**src/rtl/cpu6502_pkg.sv**
```systemverilog
// ============================================================================
// Module      : cpu6502_pkg
// Description : Shared 6502 constants: stack-sequencer state encoding, stack
//               page default, bus direction values and byte-select helper.
// Revision    : 1.0 - initial release
// ============================================================================
`default_nettype none

package cpu6502_pkg;

    localparam logic [2:0] ST_IDLE     = 3'd0;
    localparam logic [2:0] ST_PUSH_WR  = 3'd1;
    localparam logic [2:0] ST_PULL_INC = 3'd2;
    localparam logic [2:0] ST_PULL_RD  = 3'd3;
    localparam logic [2:0] ST_DONE     = 3'd4;

    typedef enum logic [2:0] {
        STATE_IDLE     = ST_IDLE,
        STATE_PUSH_WR  = ST_PUSH_WR,
        STATE_PULL_INC = ST_PULL_INC,
        STATE_PULL_RD  = ST_PULL_RD,
        STATE_DONE     = ST_DONE
    } seq_state_t;

    localparam logic [7:0] STACK_PAGE_DEFAULT = 8'h01;
    localparam logic       RW_READ            = 1'b1;
    localparam logic       RW_WRITE           = 1'b0;

    // Bytes go out most-significant first, counting only the low LEN bytes.
    function automatic logic [7:0] push_byte(
        input logic [23:0] data,
        input logic [1:0]  len,
        input logic [1:0]  cnt
    );
        logic [1:0] idx;
        idx = len - cnt - 2'd1;
        case (idx)
            2'd0:    push_byte = data[7:0];
            2'd1:    push_byte = data[15:8];
            default: push_byte = data[23:16];
        endcase
    endfunction

endpackage

`default_nettype wire

```
**src/rtl/stack_sequencer.sv**
```systemverilog
// ============================================================================
// Module      : stack_sequencer
// Description : Sequences 1-3 byte 6502 stack pushes/pulls, driving stack-page
//               bus cycles, S register load strobes and assembled pull data.
// Revision    : 1.0 - initial release
// ============================================================================
`default_nettype none

module stack_sequencer
    import cpu6502_pkg::*;
#(
    parameter logic [7:0] STACK_PAGE = STACK_PAGE_DEFAULT
) (
    input  logic        i_clk,
    input  logic        i_reset_n,
    input  logic        i_push,
    input  logic        i_pull,
    input  logic [1:0]  i_len,
    input  logic [23:0] i_push_data,
    input  logic [7:0]  i_s,
    input  logic [7:0]  i_bus_data,
    output logic [7:0]  o_s_data,
    output logic        o_s_load,
    output logic [15:0] o_address,
    output logic [7:0]  o_data,
    output logic        o_rw,
    output logic [23:0] o_pull_data,
    output logic        o_done,
    output logic        o_busy,
    output logic        o_wrap
);

    seq_state_t  r_state;
    seq_state_t  w_next_state;
    logic [7:0]  r_sp;
    logic [1:0]  r_cnt;
    logic [1:0]  r_len;
    logic [23:0] r_data;
    logic [23:0] r_pull_data;

    logic [1:0]  w_len;
    logic        w_last;
    logic        w_s_load;
    logic [7:0]  w_s_data;
    logic        w_rw;
    logic [7:0]  w_data;
    logic        w_wrap;

    assign w_len  = (i_len == 2'd0) ? 2'd1 : i_len;
    assign w_last = (r_cnt == (r_len - 2'd1));

    always_comb begin
        w_next_state = r_state;
        w_s_load     = 1'b0;
        w_s_data     = r_sp;
        w_rw         = RW_READ;
        w_data       = 8'h00;
        w_wrap       = 1'b0;
        case (r_state)
            STATE_IDLE: begin
                if (i_push) begin
                    w_next_state = STATE_PUSH_WR;
                end else if (i_pull) begin
                    w_next_state = STATE_PULL_INC;
                end
            end
            STATE_PUSH_WR: begin
                w_rw     = RW_WRITE;
                w_data   = push_byte(r_data, r_len, r_cnt);
                w_s_load = 1'b1;
                w_s_data = r_sp - 8'd1;
                w_wrap   = (r_sp == 8'h00);
                if (w_last) begin
                    w_next_state = STATE_DONE;
                end
            end
            STATE_PULL_INC: begin
                w_s_load     = 1'b1;
                w_s_data     = r_sp + 8'd1;
                w_wrap       = (r_sp == 8'hFF);
                w_next_state = STATE_PULL_RD;
            end
            STATE_PULL_RD: begin
                if (w_last) begin
                    w_next_state = STATE_DONE;
                end else begin
                    w_s_load = 1'b1;
                    w_s_data = r_sp + 8'd1;
                    w_wrap   = (r_sp == 8'hFF);
                end
            end
            STATE_DONE: begin
                w_next_state = STATE_IDLE;
            end
            default: begin
                w_next_state = STATE_IDLE;
            end
        endcase
    end

    // r_sp mirrors every S load so the bus address never follows the negedge S update.
    always_ff @(posedge i_clk or negedge i_reset_n) begin
        if (!i_reset_n) begin
            r_state     <= STATE_IDLE;
            r_sp        <= 8'hFF;
            r_cnt       <= 2'd0;
            r_len       <= 2'd1;
            r_data      <= 24'h000000;
            r_pull_data <= 24'h000000;
        end else begin
            r_state <= w_next_state;
            if (r_state == STATE_IDLE) begin
                if (i_push || i_pull) begin
                    r_sp   <= i_s;
                    r_cnt  <= 2'd0;
                    r_len  <= w_len;
                    r_data <= i_push_data;
                end
                if (!i_push && i_pull) begin
                    r_pull_data <= 24'h000000;
                end
            end else if (w_s_load) begin
                r_sp <= w_s_data;
            end
            if (r_state == STATE_PUSH_WR) begin
                r_cnt <= r_cnt + 2'd1;
            end
            if (r_state == STATE_PULL_RD) begin
                r_cnt <= r_cnt + 2'd1;
                case (r_cnt)
                    2'd0:    r_pull_data[7:0]   <= i_bus_data;
                    2'd1:    r_pull_data[15:8]  <= i_bus_data;
                    default: r_pull_data[23:16] <= i_bus_data;
                endcase
            end
        end
    end

    assign o_s_data    = w_s_data;
    assign o_s_load    = w_s_load;
    assign o_address   = {STACK_PAGE, r_sp};
    assign o_data      = w_data;
    assign o_rw        = w_rw;
    assign o_pull_data = r_pull_data;
    assign o_done      = (r_state == STATE_DONE);
    assign o_busy      = (r_state != STATE_IDLE);
    assign o_wrap      = w_wrap;

endmodule

`default_nettype wire

```
**config.mk**
```make
export PLATFORM = sky130hd
export DESIGN_NAME = stack_sequencer
export DESIGN_NICKNAME = d
export VERILOG_FILES = /design/src/rtl/cpu6502_pkg.sv /design/src/rtl/stack_sequencer.sv
export SDC_FILE = /design/constraint.sdc
export NUM_CORES = 1
export LEC_CHECK = 0
export ABC_AREA = 1
export ABC_CLOCK_PERIOD_IN_PS = 3900
export BUFFER_PORTS_ARGS = -buffer_cell sky130_fd_sc_hd__buf_2
export CELL_PAD_IN_SITES_DETAIL_PLACEMENT = 1
export CELL_PAD_IN_SITES_GLOBAL_PLACEMENT = 1
export CORE_UTILIZATION = 39
export CTS_CLUSTER_SIZE = 14
export DETAILED_ROUTE_END_ITERATION = 7
export PLACE_DENSITY_LB_ADDON = 0.1
export SYNTH_ARGS = -nofsm -noshare
export SYNTH_HDL_FRONTEND = slang
export SYNTH_SLANG_ARGS = --single-unit
```
**constraint.sdc**
```tcl
create_clock -name i_clk -period 3.9 [get_ports i_clk]
set_input_delay 1.17 -clock i_clk [delete_from_list [all_inputs] [get_ports i_clk]]
set_output_delay 1.17 -clock i_clk [all_outputs]
set_load 0.005 [all_outputs]
```
==> results.cfg <==
[logic_synthesis]
synthCells = 473
avgSynthCellArea_um2 = 7.45
synth.most_common_cell = nand2_1
postSynth.asyncResetShare_pct = 100
synth_area_leaders = dfrtp_1 (38%), nand2_1 (18%), nand3_1 (8.4%)
synth_edf_count = 0
synth_seq_cells = 63
ys_seq_area_share_pct = 45.0
ys_warn_count = 0
synth_top_area_share_pct = 38.3
ys.flop_type = dfrtp_1
synth_cell_types = 34
synth_top_area_cell = dfrtp_1
synthTopCellsByCount = nand2_1 (168), nand3_1 (59), dfrtp_1 (54), inv_1 (43), o21ai_0 (36)
syn_area_mm2 = 0.00352

[power]
seq_power_share_pct = 30.8
clkPwrFrac_pct = 17.5
ir_worst_vdd_mv = 0.299
power_density_mw_per_mm2 = 965
switchingPower_uw = 1920
switching_share_pct = 46.0
combPwrFrac_pct = 51.6
p_int_uw = 2250
leakage_uw = 0.00245

[timing]
max_freq_mhz = 298
finalHoldViolCount = 0
setup_slack_ns = 0.549
slew_headroom_pct = 35.9
period_needed_ns = 3.35
worst_slew_pin_slew_ns = 0.959
slew_violations = 0
fin_tns_setup_ns = 0
period_share_pct = 85.9
rsz0062_at_grt = no
skew_ns = 0.0118
setup_viol_count_final = 0
hold_ws_ns = 0.477

[setup_path]
crit_chain = inv_1, ha_1, inv_1, nand4_1, nand2_1, nand2_1, nand2_1, nand2_1, buf_2
path_class = reg -> out
crit_family = simple AND/OR/NAND/NOR gates
endpoint_kind = primary output
critical_path_required_ns = 2.73
cpMaxStageDelayCell = dfrtp_1
path_common_cell = nand2_1
slowest_delay_ns = 0.40
path_buf_inv = 3
crit_arrival_ns = 2.18
critPathLaunchType = register
worst-path-max-fanout = 8

[finish]
stdcell_count = 681
area_growth_syn_to_layout_pct = 22.3
nets = 620
n_antenna_cell = 0
design_area_mm2 = 0.00431
drive_gt1_share_pct = 25.8

[global_routing]
use_met3_pct = 4.24
top_usage_layer = met2
grtUsageMet2_pct = 39.6
grt_pass1_vias = 3553
met1_usage_pct = 30.2
grt_usage_pct = 23.4
grt_first_pass_wirelength_um = 17700
antenna_found_initial = 0
grt_max_degree = 47
overflow = 0

[placed_design]
dpl_cell_area_mm2 = 0.00406
routabilityCongestion = 0.891
post-place-ws_ns = 0.923
place_hpwl_um = 7480
placed_cells = 665
port-buffer-count = 98

[drt]
wire_per_inst_um = 15.3
viasPerCell = 5.03
initialDrtViolationCount = 126
drt_first_pass_iters = 4
drc_errors = 0
detail-route-antenna-nets = 0
routed_wl_um = 10400
vias = 3425

[clock_network]
cts_setup_buffers = 0
ctsResizeCount = 0
cts.path.max_buffers = 2
path_clk_slew_ns = 0.08
cts_hold_buf = 0
cts_tree = built
cts.sinks = 63
cts_buffers = 9
clock_latency_ns = 0.34
cts_root_buf = clkbuf_8
htreeDepth = 3

[outcome]
status = completed

[floorplanning]
ios = 107
die_h_um = 97.1
row_count = 34
start_util_pct = 40.4
core_area_mm2 = 0.00872
die_w_um = 97.1
dieArea_mm2 = 0.00942

[min_path]
hold_class = reg -> reg

[job]
cap_viol_max_count = 0
metrics by stage:
| step | power (uW) | utilization (%) |
|---|---|---|
| final | 4160 | 49.4 |
| after global routing | 4560 | 49.4 |
| after CTS | 4220 | 49.4 |
| after detailed placement | 3460 | 46.5 |
| after global placement | 3370 | 46.5 |
| after floorplan | 2680 | - |
cells in the final DEF, fill, tap and decap left out, types with 2 or more instances in the layout:
cell type / count
nor2_2: 2
nand3b_1: 2
inv_1: 43
nand3_1: 59
nor2_1: 20
conb_1: 8
o211ai_1: 2
nand2_1: 168
o21ai_1: 3
clkbuf_8: 10
a21oi_1: 4
buf_2: 98
inv_2: 6
dfstp_2: 9
nand2_2: 7
dfrtp_1: 54
bufinv_16: 3
xor2_1: 2
nand4_1: 11
inv_4: 3
o21ai_0: 36
ha_1: 6
nor3_1: 2
layout make-up:
cell class	count	area, um^2
Clock inverter	6	115
Inverter	52	203
Clock buffer	10	138
Tap cell	108	135
Multi-Input combinational cell	343	1630
Sequential cell	63	1590
Timing Repair Buffer	99	498
Fill cell	1163	4410
power by group through the flow:
stage	logic [uW]	registers (uW)	clock network, uW
final	2150	1280	729
after global routing	2460	1330	769
after CTS	2190	1280	749
after detailed placement	2170	1290	0
after global placement	2100	1270	0
after floorplan	1450	1230	0
worst register-to-register path, cell delays in order, from the launching register on:
cell     delay, ns
dfrtp_1       0.45
inv_2         0.11
nand2_2       0.08
nor2_4        0.20
nand3_1       0.72
nand3_1       0.37
o21ai_0       0.12
final timing paths:
| path | from | to | slack (ns) | cells past startpoint |
|---|---|---|---|---|
| setup reg to reg | r_state[0] | o_pull_data[10] | 1.72 | 6 |
| hold reg to reg | r_data[9] | r_data[9] | 0.48 | 2 |
| setup / recovery | r_cnt[0] | o_s_data[1] | 0.55 | 9 |
| min in group asynchronous | i_reset_n | o_pull_data[9] | 0.78 | 1 |
| max in group asynchronous | i_reset_n | o_pull_data[5] | 2.15 | 2 |
| hold / removal | r_data[9] | r_data[9] | 0.48 | 2 |
kinds of logic (layout without fill, tap and decap cells):
| family | Yosys count | count (layout) | share of synthesized area (%) |
|---|---|---|---|
| xor gates and xnor gates | 3 | 3 | 1.28 |
| other | 2 | 8 | 0.213 |
| and+or+nand+nor | 277 | 277 | 34.7 |
| buffers and inverters | 73 | 167 | 9.23 |
| AOI/OAI and AO/OA | 49 | 49 | 7.38 |
| adders and majority gates | 6 | 6 | 2.13 |
| DFF | 63 | 63 | 45.0 |
flip-flops by register name, indices dropped and copies added, names as in the netlist:
| name | count |
|---|---|
| o_pull_data | 24 |
| r_data | 24 |
| r_state | 3 |
| r_cnt | 2 |
| r_sp | 8 |
| r_len | 2 |
metal layers:
metal	up-vias	share of wire (%)
li1	1685	-
met1	1643	45
met2	80	49
met3	17	3.4
met4	0	2.1
met5	-	0
(Power assumes the default switching activity.)
